<file path="src/rtl/ps2_key_ascii_pkg.sv">
// Shared constants for the PS/2 keyboard front end:
// ASCII codes, scancodes and receiver state encoding.
package ps2_key_ascii_pkg;

  localparam logic [7:0] KEY_A  = 8'h61;
  localparam logic [7:0] KEY_D  = 8'h64;
  localparam logic [7:0] KEY_W  = 8'h77;
  localparam logic [7:0] KEY_S  = 8'h73;
  localparam logic [7:0] KEY_J  = 8'h6A;
  localparam logic [7:0] KEY_SP = 8'h20;

  localparam logic [7:0] SC_A     = 8'h1C;
  localparam logic [7:0] SC_D     = 8'h23;
  localparam logic [7:0] SC_W     = 8'h1D;
  localparam logic [7:0] SC_S     = 8'h1B;
  localparam logic [7:0] SC_J     = 8'h3B;
  localparam logic [7:0] SC_SP    = 8'h29;
  localparam logic [7:0] SC_BREAK = 8'hF0;
  localparam logic [7:0] SC_EXT   = 8'hE0;

  localparam logic [1:0] RX_IDLE   = 2'd0;
  localparam logic [1:0] RX_SHIFT  = 2'd1;
  localparam logic [1:0] RX_PARITY = 2'd2;
  localparam logic [1:0] RX_STOP   = 2'd3;

endpackage

</file>
<file path="src/rtl/ps2_key_ascii_rx.sv">
// PS/2 frame receiver: pin sync, falling-edge detect,
// start/data/parity/stop checking and mid-frame timeout.
module ps2_rx
  import ps2_key_ascii_pkg::*;
#(
  parameter int SYNC_STAGES = 2,
  parameter int TIMEOUT_CYC = 20000
) (
  input  logic       clk,
  input  logic       rst,
  input  logic       ps2_clk,
  input  logic       ps2_data,
  output logic [7:0] rx_byte,
  output logic       byte_vld,
  output logic       frame_err
);

  localparam int TW = $clog2(TIMEOUT_CYC + 1);
  localparam logic [TW-1:0] TLIM = TW'(TIMEOUT_CYC);
  localparam int MS = SYNC_STAGES - 1;

  logic [MS:0]   cs;
  logic [MS:0]   ds;
  logic          cprev;
  logic          fall;
  logic          bit_in;
  logic          tout;
  logic [1:0]    state;
  logic [2:0]    bcnt;
  logic [7:0]    sh;
  logic          par;
  logic [TW-1:0] tcnt;

  assign fall   = cprev & ~cs[MS];
  assign bit_in = ds[MS];
  // An edge in the same cycle restarts the window, so it wins.
  assign tout   = !fall && (state != RX_IDLE) && (tcnt == TLIM);

  always_ff @(posedge clk) begin
    if (rst) begin
      cs    <= '1;
      ds    <= '1;
      cprev <= 1'b1;
    end else begin
      cs    <= {cs[MS-1:0], ps2_clk};
      ds    <= {ds[MS-1:0], ps2_data};
      cprev <= cs[MS];
    end
  end

  always_ff @(posedge clk) begin
    if (rst) begin
      state     <= RX_IDLE;
      bcnt      <= '0;
      sh        <= '0;
      par       <= 1'b0;
      tcnt      <= '0;
      rx_byte   <= '0;
      byte_vld  <= 1'b0;
      frame_err <= 1'b0;
    end else begin
      byte_vld  <= 1'b0;
      frame_err <= 1'b0;
      if (fall)
        tcnt <= '0;
      else if (tcnt != TLIM)
        tcnt <= tcnt + 1'b1;
      if (tout) begin
        frame_err <= 1'b1;
        state     <= RX_IDLE;
      end else if (fall) begin
        case (state)
          RX_IDLE: begin
            bcnt <= '0;
            if (!bit_in)
              state <= RX_SHIFT;
          end
          RX_SHIFT: begin
            sh   <= {bit_in, sh[7:1]};
            bcnt <= bcnt + 1'b1;
            if (bcnt == 3'd7)
              state <= RX_PARITY;
          end
          RX_PARITY: begin
            par   <= bit_in;
            state <= RX_STOP;
          end
          default: begin
            if (bit_in && (^{sh, par})) begin
              rx_byte  <= sh;
              byte_vld <= 1'b1;
            end else begin
              frame_err <= 1'b1;
            end
            state <= RX_IDLE;
          end
        endcase
      end
    end
  end

endmodule

</file>
<file path="src/rtl/ps2_key_ascii.sv">
// PS/2 keyboard front end: prefix tracking and game-key
// scancode to ASCII mapping with held-key press output.
module ps2_key_ascii
  import ps2_key_ascii_pkg::*;
#(
  parameter int SYNC_STAGES = 2,
  parameter int TIMEOUT_CYC = 20000
) (
  input  logic       clk,
  input  logic       rst,
  input  logic       ps2_clk,
  input  logic       ps2_data,
  output logic [7:0] ascii,
  output logic       press,
  output logic       key_stb,
  output logic       frame_err
);

  logic [7:0] rx_byte;
  logic       byte_vld;
  logic       ext;
  logic       brk;
  logic [7:0] map_asc;
  logic       map_hit;

  ps2_rx #(
    .SYNC_STAGES (SYNC_STAGES),
    .TIMEOUT_CYC (TIMEOUT_CYC)
  ) u_rx (
    .clk       (clk),
    .rst       (rst),
    .ps2_clk   (ps2_clk),
    .ps2_data  (ps2_data),
    .rx_byte   (rx_byte),
    .byte_vld  (byte_vld),
    .frame_err (frame_err)
  );

  always_comb begin
    map_asc = 8'h00;
    map_hit = 1'b1;
    case (rx_byte)
      SC_A:    map_asc = KEY_A;
      SC_D:    map_asc = KEY_D;
      SC_W:    map_asc = KEY_W;
      SC_S:    map_asc = KEY_S;
      SC_J:    map_asc = KEY_J;
      SC_SP:   map_asc = KEY_SP;
      default: map_hit = 1'b0;
    endcase
  end

  always_ff @(posedge clk) begin
    if (rst) begin
      ext     <= 1'b0;
      brk     <= 1'b0;
      ascii   <= 8'h00;
      press   <= 1'b0;
      key_stb <= 1'b0;
    end else begin
      key_stb <= 1'b0;
      if (byte_vld) begin
        if (rx_byte == SC_EXT) begin
          ext <= 1'b1;
        end else if (rx_byte == SC_BREAK) begin
          brk <= 1'b1;
        end else begin
          ext <= 1'b0;
          brk <= 1'b0;
          // Extended codes share scancodes with game keys; drop them.
          if (!ext && map_hit) begin
            if (brk) begin
              if (map_asc == ascii)
                press <= 1'b0;
            end else begin
              ascii   <= map_asc;
              press   <= 1'b1;
              key_stb <= 1'b1;
            end
          end
        end
      end
    end
  end

endmodule
</file>
<file path="config.mk">
export PLATFORM = sky130hd
export DESIGN_NAME = ps2_key_ascii
export DESIGN_NICKNAME = d
export VERILOG_FILES = /design/src/rtl/ps2_key_ascii_pkg.sv /design/src/rtl/ps2_key_ascii_rx.sv /design/src/rtl/ps2_key_ascii.sv
export SDC_FILE = /design/constraint.sdc
export NUM_CORES = 1
export LEC_CHECK = 0
export ABC_AREA = 0
export CAP_MARGIN = 15
export CORE_ASPECT_RATIO = 0.7
export CORE_UTILIZATION = 40
export DETAILED_ROUTE_END_ITERATION = 16
export GPL_ROUTABILITY_DRIVEN = 0
export PLACE_DENSITY = 0.63
export SYNTH_ARGS = -nofsm -noshare
export SYNTH_HDL_FRONTEND = slang
export SYNTH_SLANG_ARGS = --single-unit
</file>
<file path="constraint.sdc">
create_clock -name clk -period 2.65 [get_ports clk]
set_input_delay 0.53 -clock clk [delete_from_list [all_inputs] [get_ports clk]]
set_output_delay 0.53 -clock clk [all_outputs]
set_load 0.02 [all_outputs]
</file>
==> impl_metrics.prom <==
# TYPE chip_impl_metric gauge
chip_impl_info{name="run_status",value="finished, final reports clean"} 1
chip_impl_metric{name="clock.fmax",unit="GHz"} 0.4954
chip_impl_metric{name="worstPathRequired",unit="ps"} 2840
chip_impl_metric{name="cts_sinks",unit=""} 55
chip_impl_info{name="cp_cell_sequence",value="nor4b_1 > nand4_1 > or3b_2 > a31oi_1 > a311oi_1"} 1
chip_impl_metric{name="synth.distinct_cells",unit=""} 48
chip_impl_metric{name="seqCellArea",unit="mm²"} 0.001101
chip_impl_metric{name="layout-drive-gt1-share",unit="%"} 7.947
chip_impl_metric{name="final_hold_violating_endpoints",unit=""} 0
chip_impl_metric{name="post_cts_buffers",unit=""} 0
chip_impl_metric{name="via_density_per_instance",unit=""} 5.021
chip_impl_metric{name="fin_crit_sh",unit="%"} 76.17
chip_impl_info{name="worstSetupPathType",value="reg2reg"} 1
chip_impl_metric{name="max-cap-violations",unit=""} 0
chip_impl_metric{name="avgRoutedWirePerCell",unit="µm"} 12.69
chip_impl_metric{name="syn-instance-count",unit=""} 290
chip_impl_metric{name="grt_antenna_before_repair",unit=""} 0
chip_impl_metric{name="fill_cells",unit=""} 602
chip_impl_metric{name="grt_pass1_wl",unit="mm"} 8.445
chip_impl_info{name="ys_dominant_reg_cell",value="dfxtp_1"} 1
chip_impl_metric{name="fin_total_pwr",unit="mW"} 1.339
chip_impl_metric{name="ctsLongestPathBuffers",unit=""} 2
chip_impl_metric{name="cts_max_level",unit=""} 2
chip_impl_metric{name="maximum_number_of_pins_on_one_net_before_global_route_repair",unit=""} 19
chip_impl_metric{name="synth_edf_count",unit=""} 0
chip_impl_metric{name="synth-seq-area-share",unit="%"} 42.74
chip_impl_metric{name="core.rowCount",unit=""} 24
chip_impl_metric{name="worst_slew_pin_slew",unit="ps"} 609.5
chip_impl_metric{name="drcViolationCount",unit=""} 0
chip_impl_metric{name="port_buffers",unit=""} 13
chip_impl_metric{name="timing.setup.tns",unit="ps"} 0
chip_impl_metric{name="finished_layout_cell_area",unit="mm²"} 0.002860
chip_impl_metric{name="synth_area",unit="mm²"} 0.002576
chip_impl_info{name="cp-end-kind",value="register"} 1
chip_impl_metric{name="drt_pass1_iterations",unit=""} 4
chip_impl_metric{name="die_h",unit="µm"} 69.15
chip_impl_metric{name="final_antenna_net_count",unit=""} 0
chip_impl_metric{name="synth_fp_nets",unit=""} 302
chip_impl_metric{name="timing.final.crit_period",unit="ps"} 2018
chip_impl_metric{name="final_net_count",unit=""} 313
chip_impl_info{name="worstHoldPathType",value="reg2reg"} 1
chip_impl_metric{name="routed_wirelength",unit="mm"} 4.824
chip_impl_info{name="unrepaired_setup_endpoints_after_global_routing",value="false"} 1
chip_impl_metric{name="holdBufCountCts",unit=""} 0
chip_impl_metric{name="start_util",unit="%"} 41.45
chip_impl_metric{name="synth.avg_cell_area",unit="µm²"} 8.884
chip_impl_metric{name="hpwlAfterDp",unit="mm"} 3.393
chip_impl_metric{name="dp_cells",unit=""} 372
chip_impl_metric{name="grt_overflow",unit=""} 0
chip_impl_metric{name="worstPathArrival",unit="ps"} 2210
chip_impl_metric{name="detailroute.via_count",unit=""} 1908
chip_impl_metric{name="cts_repair_resized_insts",unit=""} 0
chip_impl_metric{name="die_area",unit="mm²"} 0.006771
chip_impl_metric{name="power.density_cell_area",unit="mW/mm²"} 468.3
chip_impl_metric{name="layout-area-overhead-vs-synth",unit="%"} 11.02
chip_impl_metric{name="ys_ff_latch",unit=""} 55
chip_impl_info{name="crit_path_max_delay_cell_type",value="or3b_2"} 1
chip_impl_metric{name="vdd.ir_drop.worst",unit="V"} 0.0002458
chip_impl_metric{name="gr-usage-all-layers",unit="%"} 15.34
chip_impl_metric{name="clock_skew",unit="ps"} 10.86
chip_impl_info{name="cts_tree",value="yes"} 1
chip_impl_metric{name="multiInputGateArea",unit="mm²"} 0.001379
chip_impl_metric{name="drt_iter0_drc",unit=""} 81
chip_impl_metric{name="first_global_vias",unit=""} 1779
chip_impl_metric{name="synth_async_sr_flop_share",unit="%"} 0
chip_impl_metric{name="cellLeakagePower",unit="nW"} 1.055
chip_impl_metric{name="report.final.setup_viol",unit=""} 0
chip_impl_metric{name="synth-warning-count",unit=""} 0
chip_impl_metric{name="dpl_cell_area",unit="mm²"} 0.002775
chip_impl_metric{name="io_pins",unit=""} 15
chip_impl_info{name="critical_path.startpoint_type",value="register"} 1
chip_impl_metric{name="max_stage_delay",unit="ps"} 500
chip_impl_metric{name="utilization",unit="%"} 46.01
chip_impl_metric{name="cts_made_buffers",unit=""} 5
chip_impl_metric{name="max_slew_margin",unit="%"} 58.99
chip_impl_metric{name="instances_no_fill",unit=""} 380
chip_impl_metric{name="num_antenna_cells",unit=""} 0
chip_impl_info{name="ctsRootBufferMaster",value="clkbuf_8"} 1
chip_impl_metric{name="clock_latency",unit="ps"} 310
chip_impl_metric{name="die_x",unit="µm"} 97.92
chip_impl_metric{name="core_region_area",unit="mm²"} 0.006216
chip_impl_metric{name="final_max_slew_viol_count",unit=""} 0
chip_impl_metric{name="worst_setup_hold_path_clk_slew",unit="ps"} 100
chip_impl_metric{name="critical_path.max_fanout",unit=""} 7
[cells by family after synthesis]
family	after synthesis	share of synthesized area (%)
and+or+nand+nor	128	25.69
DFF	55	42.74
AOI/OAI and AO/OA	41	10.20
buffers and inverters	24	3.740
xor gates and xnor gates	17	6.897
muxes	16	6.702
adders and majority gates	8	3.886
other	1	0.1456
[final timing paths]
kind / from / to / slack, ps / cells after the start
max: u_rx.rx_byte[5] / press / 630 / 5
min: u_rx.cs[0] / u_rx.cs[1] / 420 / 1
max reg2reg: u_rx.rx_byte[5] / press / 630 / 5
min reg2reg: u_rx.cs[0] / u_rx.cs[1] / 420 / 1
[state kept, by name, summed over array words and instances (netlist names), 2 cells and up]
| name | count |
|---|---|
| u_rx.cs | 2 |
| u_rx.rx_byte | 8 |
| u_rx.bcnt | 3 |
| ascii | 7 |
| u_rx.tcnt | 15 |
| u_rx.ds | 2 |
| u_rx.state | 2 |
| u_rx.sh | 8 |
[critical path: cells and delay by family (launching register included)]
family | cells | cell delay [ps]
flip-flops | 1 | 390
AND/OR/NAND/NOR | 3 | 1210
AO/OA/AOI/OAI | 2 | 300
[power by group]
part           switching [mW]  internal [mW]  leakage (nW)  total [mW]
combinational          0.0247         0.0167         0.569      0.0413
clock                   0.273          0.186        0.0412       0.459
sequential            0.00613          0.833         0.444       0.839
[cells in the final DEF (no fill, tap or decap), types with 3 or more instances in the layout]
cell / instances
a21oi_1: 20
buf_4: 3
clkbuf_8: 5
clkdlybuf4s50_1: 13
dfxtp_1: 55
ha_1: 8
inv_1: 12
mux2i_1: 15
nand2_1: 29
nand2b_1: 5
nand3_1: 9
nand3b_1: 3
nand4_1: 4
nand4bb_1: 3
nor2_1: 38
nor3_1: 5
nor4_1: 3
o21ai_0: 7
or2_2: 7
or3_1: 7
xnor2_1: 7
xor2_1: 8
[cell type report]
| class | count | area share, % |
|---|---|---|
| Clock inverter | 2 | 0.4374 |
| Timing Repair Buffer | 16 | 5.337 |
| Clock buffer | 6 | 2.537 |
| Inverter | 12 | 1.575 |
| Sequential cell | 55 | 38.50 |
| Multi-Input combinational cell | 211 | 48.21 |
| Tap cell | 78 | 3.412 |
[metal layers]
layer  global-route usage [%]  vias up  part of all wire (%)
met5                        0        -                     0
met4                    4.040        0                  0.93
met3                    3.651        5                   2.2
met2                    21.44       16                    40
met1                    23.22      873                    56
li1                         -     1014                     -
[Yosys cell counts (3+ instances only)]
| master | instances | area, µm² |
|---|---|---|
| dfxtp_1 | 55 | 1101 |
| nor2_1 | 38 | 142.6 |
| nand2_1 | 29 | 108.9 |
| a21oi_1 | 20 | 100.1 |
| mux2i_1 | 15 | 150.1 |
| inv_1 | 12 | 45.04 |
| clkbuf_1 | 9 | 33.78 |
| nand3_1 | 9 | 45.04 |
| ha_1 | 8 | 100.1 |
| xor2_1 | 8 | 70.07 |
| o21ai_0 | 7 | 35.03 |
| or2_2 | 7 | 43.79 |
| or3_1 | 7 | 43.79 |
| xnor2_1 | 7 | 61.31 |
| nand2b_1 | 5 | 31.28 |
| nor3_1 | 5 | 25.02 |
| nand4_1 | 4 | 25.02 |
| nand3b_1 | 3 | 22.52 |
| nand4bb_1 | 3 | 33.78 |
| nor4_1 | 3 | 18.77 |
[per-stage QoR]
stage	hold slack [ps]	setup slack (ps)
after global routing	437.6	491.9
after floorplan	389.5	895.3
final	417.9	631.6
after global placement	391.3	769.4
after CTS	422.2	646.9
after detailed placement	398.7	632.7
No activity file was read; power rests on OpenSTA's default activity.
